==> src/rtl/kmeans_pkg.sv <==
`default_nettype none
// ============================================================================
// Module   : kmeans_pkg
// Brief    : Shared state encoding and width derivations for the k-means
//            centroid update path.
// Revision : 1.0 - initial release
// ============================================================================
package kmeans_pkg;

    // Centroid-update controller states. NEXT is a decision point taken on the
    // DIV1 exit edge so the run length stays fixed; the encoding is kept so a
    // stray entry still resolves to a legal successor.
    localparam logic [2:0] c_st_idle   = 3'd0;
    localparam logic [2:0] c_st_rd     = 3'd1;
    localparam logic [2:0] c_st_latch  = 3'd2;
    localparam logic [2:0] c_st_div0   = 3'd3;
    localparam logic [2:0] c_st_div1   = 3'd4;
    localparam logic [2:0] c_st_next   = 3'd5;
    localparam logic [2:0] c_st_update = 3'd6;

    function automatic int cnt_width(input int depth_b);
        return depth_b + 1;
    endfunction

    // Cycles from the start-sampling edge to the up_centroids cycle.
    function automatic int cu_latency(input int acc_w);
        return 2 * (2 + 2 * acc_w) + 1;
    endfunction

    localparam int c_latency_default = cu_latency(8);

    // A quotient wider than a centroid must saturate instead of zero-extending.
    function automatic bit quo_needs_sat(input int quo_w, input int data_w);
        return quo_w > data_w;
    endfunction

endpackage
`default_nettype wire

==> src/rtl/kmeans_k2n2_centroid_update_div.sv <==
`default_nettype none
// ============================================================================
// Module   : kmeans_serial_div
// Brief    : Restoring unsigned divider, one quotient bit per cycle. The first
//            bit is resolved on the start edge so a DIVIDEND_W-bit division
//            has done high in the DIVIDEND_W-th cycle after start.
// Revision : 1.0 - initial release
// ============================================================================
module kmeans_serial_div #(
    parameter int DIVIDEND_W = 8,
    parameter int DIVISOR_W  = 9
) (
    input  logic                  clk,
    input  logic                  rst,
    input  logic                  start,
    input  logic [DIVIDEND_W-1:0] dividend,
    input  logic [DIVISOR_W-1:0]  divisor,
    output logic                  busy,
    output logic                  done,
    output logic [DIVIDEND_W-1:0] quotient,
    output logic [DIVISOR_W-1:0]  remainder
);

    localparam int c_cnt_w = $clog2(DIVIDEND_W + 1);

    logic [DIVISOR_W-1:0]  r_rem;
    logic [DIVIDEND_W-1:0] r_quo;
    logic [DIVISOR_W-1:0]  r_div;
    logic [c_cnt_w-1:0]    r_cnt;
    logic                  r_busy;

    logic [DIVISOR_W-1:0]  w_src_rem;
    logic [DIVIDEND_W-1:0] w_src_quo;
    logic [DIVISOR_W-1:0]  w_src_div;
    logic [DIVISOR_W:0]    w_trial;
    logic [DIVISOR_W:0]    w_diff;
    logic                  w_fits;
    logic [DIVISOR_W-1:0]  w_next_rem;
    logic [DIVIDEND_W-1:0] w_next_quo;
    logic                  w_unused_msb;

    // r_quo shifts dividend bits out of the top while quotient bits enter below.
    always_comb begin
        w_src_rem  = start ? '0 : r_rem;
        w_src_quo  = start ? dividend : r_quo;
        w_src_div  = start ? divisor : r_div;
        w_trial    = {w_src_rem, w_src_quo[DIVIDEND_W-1]};
        w_diff     = w_trial - {1'b0, w_src_div};
        w_fits     = (w_trial >= {1'b0, w_src_div});
        w_next_rem = w_fits ? w_diff[DIVISOR_W-1:0] : w_trial[DIVISOR_W-1:0];
        w_next_quo = {w_src_quo[DIVIDEND_W-2:0], w_fits};
    end

    assign w_unused_msb = w_diff[DIVISOR_W];

    always_ff @(posedge clk) begin
        if (rst) begin
            r_rem  <= '0;
            r_quo  <= '0;
            r_div  <= '0;
            r_cnt  <= '0;
            r_busy <= 1'b0;
        end else if (start) begin
            r_rem  <= w_next_rem;
            r_quo  <= w_next_quo;
            r_div  <= divisor;
            r_cnt  <= c_cnt_w'(1);
            r_busy <= 1'b1;
        end else if (r_busy) begin
            if (r_cnt == c_cnt_w'(DIVIDEND_W)) begin
                r_busy <= 1'b0;
            end else begin
                r_rem <= w_next_rem;
                r_quo <= w_next_quo;
                r_cnt <= r_cnt + c_cnt_w'(1);
            end
        end
    end

    assign busy      = r_busy;
    assign done      = r_busy && (r_cnt == c_cnt_w'(DIVIDEND_W));
    assign quotient  = r_quo;
    assign remainder = r_rem;

endmodule
`default_nettype wire

==> src/rtl/kmeans_k2n2_centroid_update.sv <==
`default_nettype none
// ============================================================================
// Module   : kmeans_k2n2_centroid_update
// Brief    : Reads back the per-cluster sums (k=2, n=2), divides them by the
//            member counts and strobes the new centroids plus convergence.
//            Option macro KMEANS_CU_ROUND_EN: round-to-nearest quotients.
// Revision : 1.0 - initial release
// ============================================================================
module kmeans_k2n2_centroid_update
    import kmeans_pkg::*;
#(
    parameter int DATA_WIDTH           = 16,
    parameter int N_INPUT_DATA_B_DEPTH = 8,
    parameter int ACC_SUM_WIDTH        = 8
) (
    input  logic                            clk,
    input  logic                            rst,
    input  logic                            start,
    output logic                            busy,
    output logic                            bck_rd,
    output logic                            bck_rd_addr,
    input  logic [ACC_SUM_WIDTH-1:0]        mem_sum_d0_out,
    input  logic [ACC_SUM_WIDTH-1:0]        mem_sum_d1_out,
    input  logic [N_INPUT_DATA_B_DEPTH:0]   k0_counter,
    input  logic [N_INPUT_DATA_B_DEPTH:0]   k1_counter,
    input  logic [DATA_WIDTH-1:0]           k0_0,
    input  logic [DATA_WIDTH-1:0]           k0_1,
    input  logic [DATA_WIDTH-1:0]           k1_0,
    input  logic [DATA_WIDTH-1:0]           k1_1,
    output logic [DATA_WIDTH-1:0]           k0_0_n,
    output logic [DATA_WIDTH-1:0]           k0_1_n,
    output logic [DATA_WIDTH-1:0]           k1_0_n,
    output logic [DATA_WIDTH-1:0]           k1_1_n,
    output logic                            up_centroids,
    output logic                            converged,
    output logic                            done
);

    localparam int c_cnt_w = cnt_width(N_INPUT_DATA_B_DEPTH);
    localparam int c_quo_w = ACC_SUM_WIDTH + 1;

    logic [2:0]               r_state;
    logic                     r_c;
    logic [ACC_SUM_WIDTH-1:0] r_sum_d1;
    logic [c_cnt_w-1:0]       r_count;
    logic [DATA_WIDTH-1:0]    r_new [4];
    logic [DATA_WIDTH-1:0]    r_kn  [4];
    logic                     r_converged;

    logic [c_cnt_w-1:0]       w_cnt_sel;
    logic [1:0]               w_slot;
    logic [DATA_WIDTH-1:0]    w_cur   [4];
    logic [DATA_WIDTH-1:0]    w_final [4];
    logic [DATA_WIDTH-1:0]    w_map;
    logic [DATA_WIDTH-1:0]    w_res;
    logic [c_quo_w-1:0]       w_q_ext;
    logic                     w_match;

    logic                     w_div_start;
    logic [ACC_SUM_WIDTH-1:0] w_div_dividend;
    logic [c_cnt_w-1:0]       w_div_divisor;
    logic                     w_div_busy;
    logic                     w_div_done;
    logic [ACC_SUM_WIDTH-1:0] w_div_quo;
    logic [c_cnt_w-1:0]       w_div_rem;

    assign w_cnt_sel = r_c ? k1_counter : k0_counter;
    assign w_slot    = {r_c, (r_state == c_st_div1)};

    // d0 goes straight from the memory port into the divider on the LATCH edge;
    // d1 waits in r_sum_d1 until the d0 division finishes.
    assign w_div_start    = (r_state == c_st_latch) ||
                            ((r_state == c_st_div0) && w_div_done);
    assign w_div_dividend = (r_state == c_st_latch) ? mem_sum_d0_out : r_sum_d1;
    assign w_div_divisor  = (r_state == c_st_latch) ? w_cnt_sel : r_count;

    kmeans_serial_div #(
        .DIVIDEND_W (ACC_SUM_WIDTH),
        .DIVISOR_W  (c_cnt_w)
    ) u_div (
        .clk       (clk),
        .rst       (rst),
        .start     (w_div_start),
        .dividend  (w_div_dividend),
        .divisor   (w_div_divisor),
        .busy      (w_div_busy),
        .done      (w_div_done),
        .quotient  (w_div_quo),
        .remainder (w_div_rem)
    );

`ifdef KMEANS_CU_ROUND_EN
    logic w_round_up;
    assign w_round_up = ({w_div_rem, 1'b0} >= {1'b0, r_count});
    assign w_q_ext    = {1'b0, w_div_quo} + {{ACC_SUM_WIDTH{1'b0}}, w_round_up};
`else
    logic w_unused_rem;
    assign w_unused_rem = ^w_div_rem;
    assign w_q_ext      = {1'b0, w_div_quo};
`endif

    generate
        if (quo_needs_sat(c_quo_w, DATA_WIDTH)) begin : g_sat
            assign w_map = (|w_q_ext[c_quo_w-1:DATA_WIDTH]) ? '1
                                                             : w_q_ext[DATA_WIDTH-1:0];
        end else begin : g_ext
            assign w_map = DATA_WIDTH'(w_q_ext);
        end
    endgenerate

    always_comb begin
        w_cur[0] = k0_0;
        w_cur[1] = k0_1;
        w_cur[2] = k1_0;
        w_cur[3] = k1_1;
    end

    // An empty cluster keeps its current centroid rather than a divide-by-zero value.
    assign w_res = (r_count == '0) ? w_cur[w_slot] : w_map;

    generate
        for (genvar gi = 0; gi < 4; gi++) begin : g_final
            assign w_final[gi] = (w_slot == 2'(gi)) ? w_res : r_new[gi];
        end
    endgenerate

    always_comb begin
        w_match = 1'b1;
        for (int i = 0; i < 4; i++) begin
            if (w_final[i] != w_cur[i]) begin
                w_match = 1'b0;
            end
        end
    end

    always_ff @(posedge clk) begin
        if (rst) begin
            r_state     <= c_st_idle;
            r_c         <= 1'b0;
            r_sum_d1    <= '0;
            r_count     <= '0;
            r_converged <= 1'b0;
            for (int i = 0; i < 4; i++) begin
                r_new[i] <= '0;
                r_kn[i]  <= '0;
            end
        end else begin
            case (r_state)
                c_st_idle: begin
                    if (start) begin
                        r_state     <= c_st_rd;
                        r_c         <= 1'b0;
                        r_converged <= 1'b0;
                    end
                end
                c_st_rd: begin
                    r_state <= c_st_latch;
                end
                c_st_latch: begin
                    r_sum_d1 <= mem_sum_d1_out;
                    r_count  <= w_cnt_sel;
                    r_state  <= c_st_div0;
                end
                c_st_div0: begin
                    if (w_div_done) begin
                        r_new[w_slot] <= w_res;
                        r_state       <= c_st_div1;
                    end
                end
                c_st_div1: begin
                    if (w_div_done) begin
                        r_new[w_slot] <= w_res;
                        if (!r_c) begin
                            r_c     <= 1'b1;
                            r_state <= c_st_rd;
                        end else begin
                            // Publish on the entry edge so data is valid with the strobe.
                            for (int i = 0; i < 4; i++) begin
                                r_kn[i] <= w_final[i];
                            end
                            r_converged <= w_match;
                            r_state     <= c_st_update;
                        end
                    end
                end
                c_st_next: begin
                    r_state <= r_c ? c_st_update : c_st_rd;
                end
                c_st_update: begin
                    r_state <= c_st_idle;
                end
                default: begin
                    r_state <= c_st_idle;
                end
            endcase
        end
    end

    assign busy         = (r_state != c_st_idle) || w_div_busy;
    assign bck_rd       = (r_state == c_st_rd) || (r_state == c_st_latch);
    assign bck_rd_addr  = r_c;
    assign up_centroids = (r_state == c_st_update);
    assign done         = (r_state == c_st_update);
    assign converged    = r_converged;
    assign k0_0_n       = r_kn[0];
    assign k0_1_n       = r_kn[1];
    assign k1_0_n       = r_kn[2];
    assign k1_1_n       = r_kn[3];

endmodule
`default_nettype wire
==> config.mk <==
export PLATFORM = sky130hd
export DESIGN_NAME = kmeans_k2n2_centroid_update
export DESIGN_NICKNAME = d
export VERILOG_FILES = /design/src/rtl/kmeans_pkg.sv /design/src/rtl/kmeans_k2n2_centroid_update_div.sv /design/src/rtl/kmeans_k2n2_centroid_update.sv
export SDC_FILE = /design/constraint.sdc
export NUM_CORES = 1
export LEC_CHECK = 0
export ABC_AREA = 1
export CORE_UTILIZATION = 35
export CTS_BUF_LIST = sky130_fd_sc_hd__clkbuf_8
export DETAILED_ROUTE_END_ITERATION = 6
export GPL_TIMING_DRIVEN = 0
export HOLD_SLACK_MARGIN = 0.05
export PLACE_DENSITY = 0.62
export SLEW_MARGIN = 20
export SYNTH_ARGS = -nofsm -noshare
export SYNTH_HDL_FRONTEND = slang
export SYNTH_SLANG_ARGS = --single-unit
==> constraint.sdc <==
create_clock -name clk -period 9.1 [get_ports clk]
set_input_delay 1.82 -clock clk [delete_from_list [all_inputs] [get_ports clk]]
set_output_delay 1.82 -clock clk [all_outputs]
set_load 0.01 [all_outputs]
* Yosys cells after proc, flatten, opt, wreduce, memory -nomap -nowiden *
Memory sizes are Yosys's and may differ from the RTL's.
Index checks and enable logic that the tools add are counted.

word-level totals
  RAM bits = 128
  register bits = 53
  input port bits = 101
  memories = 2
  output and inout port bits = 70
  logic and storage cells = 125

operators by class
  multiplexer cells = 64
  bitwise gates (word level) = 7
  eq/ne operators = 19
  add/subtract/negate cells = 2
  magnitude comparators = 2
  reduce and logical (&&, ||, !) cells = 18

memories
  name   words  width  rd ports  clocked after memory_dff  wr ports  RTL line                           RTL
  r_kn   4      16     4         0                         4         kmeans_k2n2_centroid_update.sv:47  logic [DATA_WIDTH-1:0] r_kn [4];
  r_new  4      16     4         0                         4         kmeans_k2n2_centroid_update.sv:46  logic [DATA_WIDTH-1:0] r_new [4];

operators with widths
  operator               number
  $mux W16               13
  $mux W9                8
  $ne A16 B16 Y1         4
  $mux W8                5
  $bmux W16 S2           1
  $mux W1                29
  $pmux W3 S6            1
  $reduce_or A16 Y1      1
  $mux W3                4
  $ge A10 B9 Y1          1
  $eq A3 B3 Y1 const B   3
  $logic_not A9 Y1       1
  $sub A9 B9 Y9          1
  $eq A3 B2 Y1 const B   2
  $ne A2 B2 Y1 const B   3
  $reduce_and A3 Y1      2
  $or A1 B1 Y1           5
  $add A4 B1 Y4 const B  1
  $eq A2 B2 Y1 const B   2
  $eq A4 B4 Y1 const B   1
  $ne A2 B1 Y1 const B   2
  $pmux W1 S2            2
  $reduce_and A2 Y1      2
  $reduce_and A4 Y1      1
  13 further kinds       17

* Logic depth before layout (Yosys ltp) *
  word-level depth = 15
  depth in mapped cells = 28
  depth with buffers taken out = 26

* Modules after synthesis *
Synthesis repeated with hierarchy kept, for this count alone.

unflattened totals
  cells, all modules = 1516
  area, all modules = 10807.9 sq um

modules (own cells, without submodules)
  module                       seq. area each (sq um)  times used  cells each  area an instance (sq um)
  kmeans_k2n2_centroid_update  4284.1                  1           1240        8907.3
  kmeans_serial_div            620.6                   1           276         1900.6

* Worst setup path before layout *
Ideal clock, no wire load.

  path type = reg-to-reg
  start = register r_c, in the netlist bck_rd_addr
  end = memory r_kn[0][0] (enable)
  data required time = 8.526 ns
  path buffers = 3
  clock period less this slack = 6.233 ns
  path slack = 2.867 ns
  setup time = 0.574 ns
  data arrival time = 5.658 ns
  cell stages (with the launch flop) = 8
  cells stage by stage = dfxtp_1 > buf_2 > nand3_1 > inv_1 > nand2_1 > buf_2 > buf_2 > o21ai_0

RTL lines
  element                   RTL line                            RTL
  start: declaration        kmeans_k2n2_centroid_update.sv:43   logic r_c;
  start signal: assignment  kmeans_k2n2_centroid_update.sv:139  r_c <= 1'b0;
  start signal: assignment  kmeans_k2n2_centroid_update.sv:152  r_c <= 1'b0;
  start signal: assignment  kmeans_k2n2_centroid_update.sv:174  r_c <= 1'b1;
  end: declaration          kmeans_k2n2_centroid_update.sv:47

* Final worst setup path *
  start = register u_div.r_cnt[0]
  end = register u_div.r_rem[7], in the netlist u_div.remainder[7]

on the way
  word-level cells in the longest chain between the ends = 10
  elaborated cells on any way between the ends = 16
  classes of those cells = add/sub: 1; order compare: 1; eq/ne: 2; mux: 7; reduce/logical: 5

RTL lines
  element                                         RTL line                                                                      RTL
  start: declaration                              kmeans_k2n2_centroid_update_div.sv:29                                         logic [c_cnt_w-1:0] r_cnt;
  start signal: assignment                        kmeans_k2n2_centroid_update_div.sv:67                                         r_cnt <= c_cnt_w'(1);
  start signal: assignment                        kmeans_k2n2_centroid_update_div.sv:75                                         r_cnt <= r_cnt + c_cnt_w'(1);
  $eq A4 B4 Y1 *                                  kmeans_k2n2_centroid_update_div.sv:81                                         assign done = r_busy && (r_cnt == c_cnt_w'(DIVIDEND_W));
  $logic_and A1 B1 Y1 *                           kmeans_k2n2_centroid_update_div.sv:81
  $logic_and A1 B1 Y1 *                           kmeans_k2n2_centroid_update.sv:73                                             ((r_state == c_st_div0) && w_div_done);
  $logic_or A1 B1 Y1 *                            kmeans_k2n2_centroid_update.sv:72                                             assign w_div_start = (r_state == c_st_latch) ||
  $mux W9 *                                       n/a
  net u_div.w_src_div[0]                          kmeans_k2n2_centroid_update_div.sv:34                                         logic [DIVISOR_W-1:0] w_src_div;
  $sub A9 B9 Y9 or $ge A10 B9 Y1 (tied branches)  kmeans_k2n2_centroid_update_div.sv:48, kmeans_k2n2_centroid_update_div.sv:49
  $mux W9 *                                       kmeans_k2n2_centroid_update_div.sv:50                                         w_next_rem = w_fits ? w_diff[DIVISOR_W-1:0] : w_trial[DIVISOR_W-1:0];
  $mux W9                                         kmeans_k2n2_centroid_update_div.sv:70                                         if (r_cnt == c_cnt_w'(DIVIDEND_W)) begin
  $mux W9                                         kmeans_k2n2_centroid_update_div.sv:69                                         end else if (r_busy) begin
  $mux W9 *                                       kmeans_k2n2_centroid_update_div.sv:63                                         end else if (start) begin
  end signal: assignment                          kmeans_k2n2_centroid_update_div.sv:64                                         r_rem <= w_next_rem;
  end signal: assignment                          kmeans_k2n2_centroid_update_div.sv:73                                         r_rem <= w_next_rem;
  end: declaration                                kmeans_k2n2_centroid_update_div.sv:26                                         logic [DIVISOR_W-1:0] r_rem;

Mark *: on every way through the listed nets, which the timed path passes. The rest lies on a longest branch. The select of a mux whose other input is x is not followed.
A chain may end at the register's enable or synchronous reset.

==> out/qor.yml <==
timing:
  hold_ws_ns: 0.476
  grt_setup_unrepaired: "false"
  max_freq_mhz: 186
  worst_slew_pin_slew_ns: 1.05
  drv_slew: 0
  setup_slack_ns: 3.73
  finalSetupViolCount: 0
  clock_skew_ns: 0.0303
  relSlewSlack_pct: 30.2
  fin_crit_sh_pct: 59.0
  hold_viol_final: 0
  fin_tns_setup_ns: 0
  fin_crit_ns: 5.37
power:
  powerDensity_nw_per_um2: 225
  totalPowerFinal_w: 0.00300
  leakagePower_nw: 5.81
  ir_drop_mv: 0.296
clock_tree:
  path_clk_slew_ns: 0.12
  hold_buffers: 0
  cts.sinks: 181
  clockRootBuffer: "clkbuf_8"
  cts-resized-gates: 0
  cts_buffer_depth: 2
  cts_setup_buffers: 0
  clock_latency_ns: 0.50
  tritoncts: "yes"
  cts-buffers-inserted: 17
  h-tree-depth: 4
floorplan:
  pin_count: 171
  rows: 63
  core-area_um2: 29700
  start_util_pct: 35.6
  dieWidth_um: 176
  die_y_um: 176
  die-area_um2: 30900
critical_path:
  worst-setup-path-type: "register to register"
  rr_worst_depth: 27
  cp.required_ns: 9.48
  cpMostUsedCell: "inv_1"
  slowest_delay_ns: 0.43
  r2r_slack_ns: 3.73
  crit_path_top_delay_cell: "fa_1"
  crit_fanout: 10
  cp-start-kind: "register"
  endpoint_kind: "register"
  r2r-start: "u_div.r_cnt[0]"
  worstReg2RegEnd: "u_div.remainder[7]"
  cp.arrival_ns: 5.75
layout:
  mostFrequentLayoutCells: "nand2_1, nor2_1, clkdlybuf4s50_1"
  syn_to_final_growth_pct: 26.2
  final_nets: 1767
  final_cells: 2057
  mostFrequentLayoutCell: "nand2_1"
  drive_above_1_share_pct: 6.30
  diodes: 0
synth:
  syn_area_um2: 10600
  syn_avg_cell_area_um2: 7.24
  ys_ff_latch: 181
  synth_cells: 1460
  syn-num-nets: 1573
  ys_types: 43
  yosys_warnings: 0
  synth_edf_count: 128
  synthArstFlopShare_pct: 0
  ys_seq_area_share_pct: 46.4
  synth_ff_type: "edfxtp_1"
placed_design:
  placed_cells: 2025
  dpl_worst_slack_ns: 3.43
  dp_hpwl_um: 32000
  io_buffer_count: 169
  routabilityCongestion: 1.01
route:
  drtAntennaViolNets: 0
  vias: 11000
  viasPerCell: 5.33
  wl_per_cell_um: 20.5
  totalWireLength_um: 42200
  drtIter0Drc: 1498
  firstDrtPassIters: 6
  drc: 0
global_route:
  grt_use_total_pct: 27.5
  antenna_found_initial: 0
  grt_pass1_wl_um: 62400
  grt_max_degree: 25
  grt_overflow: 0
  grt_pass1_vias: 10300
hold_path:
  holdCritPathClass: "register to register"
  hold_start: "u_div.r_div[0]"
  hold_depth: 2
  min_to: "u_div.r_div[0]"
job:
  cap_violations: 0
outcome:
  status: "finished, final reports clean"
==> cell type report <==
cell class	count	area [µm²]
fill	2985	16400
sequential	181	4900
multi-input combinational	1056	4800
timing repair buffer	175	1830
inverter	155	582
tap	390	488
buffer	68	329
clock buffer	17	234
clock inverter	15	178
==> sequential cells by signal (all words and copies together) (netlist names) <==
register         cells
r_count              9
r_state              3
u_div.busy           1
u_div.quotient       8
u_div.r_cnt          4
r_new               64
converged            1
u_div.r_div          9
r_kn                64
u_div.remainder      9
bck_rd_addr          1
r_sum_d1             8
==> worst max path at each step <==
stage / end / startpoint / slack, ns / cells after the start
2_1_floorplan: r_kn[0][0] / bck_rd_addr / 2.87 / 7
3_3_place_gp: r_kn[1][10] / bck_rd_addr / 0.13 / 7
3_5_place_dp: u_div.remainder[7] / k0_counter[0] / 3.43 / 21
4_1_cts: u_div.remainder[7] / u_div.r_cnt[0] / 3.81 / 27
5_1_grt: u_div.remainder[2] / u_div.r_cnt[0] / 3.21 / 27
6_report: u_div.remainder[7] / u_div.r_cnt[0] / 3.73 / 27
==> report_power, final <==
part           leakage (nW)  total (W)  switching [W]  internal (W)
registers              1.75   0.000980      0.0000330      0.000947
clock network         0.206   0.000597       0.000385      0.000212
logic                  3.85    0.00143       0.000995      0.000431
total                  5.81    0.00300        0.00141       0.00159
==> worst max-delay path: cells and delay by family (launching register included) <==
kind	cells	cell delay (ns)
AOI/OAI and AO/OA	7	1.40
and+or+nand+nor	8	1.07
DFF	1	0.42
adders and majority gates	3	0.80
buffers and inverters	9	1.57
==> cell usage after synthesis, types with 4 or more instances <==
cell | instances | area share (%)
dfxtp_1 | 53 | 10
xor2_1 | 5 | 0.41
nand2_1 | 425 | 15
edfxtp_1 | 128 | 36
buf_6 | 5 | 0.53
nor3_1 | 6 | 0.28
nand3b_1 | 4 | 0.28
nand4_1 | 6 | 0.35
o21ai_0 | 82 | 3.9
inv_1 | 151 | 5.4
nand3_1 | 164 | 7.8
o21ai_1 | 7 | 0.33
o211ai_1 | 8 | 0.57
o22ai_1 | 5 | 0.30
nor2_2 | 6 | 0.35
or2_2 | 15 | 0.89
buf_2 | 23 | 1.1
nor2_1 | 220 | 7.8
or2_1 | 4 | 0.24
a221oi_1 | 4 | 0.33
clkbuf_1 | 36 | 1.3
a21oi_1 | 59 | 2.8
ha_1 | 11 | 1.3
==> metrics by stage <==
step / utilization [%] / instance area [µm²]
2_1_floorplan: - / 10600
3_3_place_gp: 42.9 / 12800
3_5_place_dp: 43.5 / 12900
4_1_cts: 44.9 / 13300
5_1_grt: 44.9 / 13300
6_report: 44.9 / 13300
==> cells by family (layout without fill, tap and decap cells) <==
kind of cell | Yosys count | count (layout) | share of synthesized area [%]
XOR/XNOR | 7 | 7 | 0.580
flip-flops | 181 | 181 | 46.4
AND/OR/NAND/NOR | 859 | 859 | 33.7
buffers and inverters | 223 | 430 | 8.61
AO/OA/AOI/OAI | 178 | 178 | 9.19
adder cells (fa/ha/maj) | 12 | 12 | 1.49
==> per-layer routing <==
layer	GRT usage, %	wire length (µm)
met1	36.1	17100
met2	44.3	18900
met3	4.16	4260
met4	13.4	1930
met5	0	0
No activity file was read; power rests on OpenSTA's default activity.
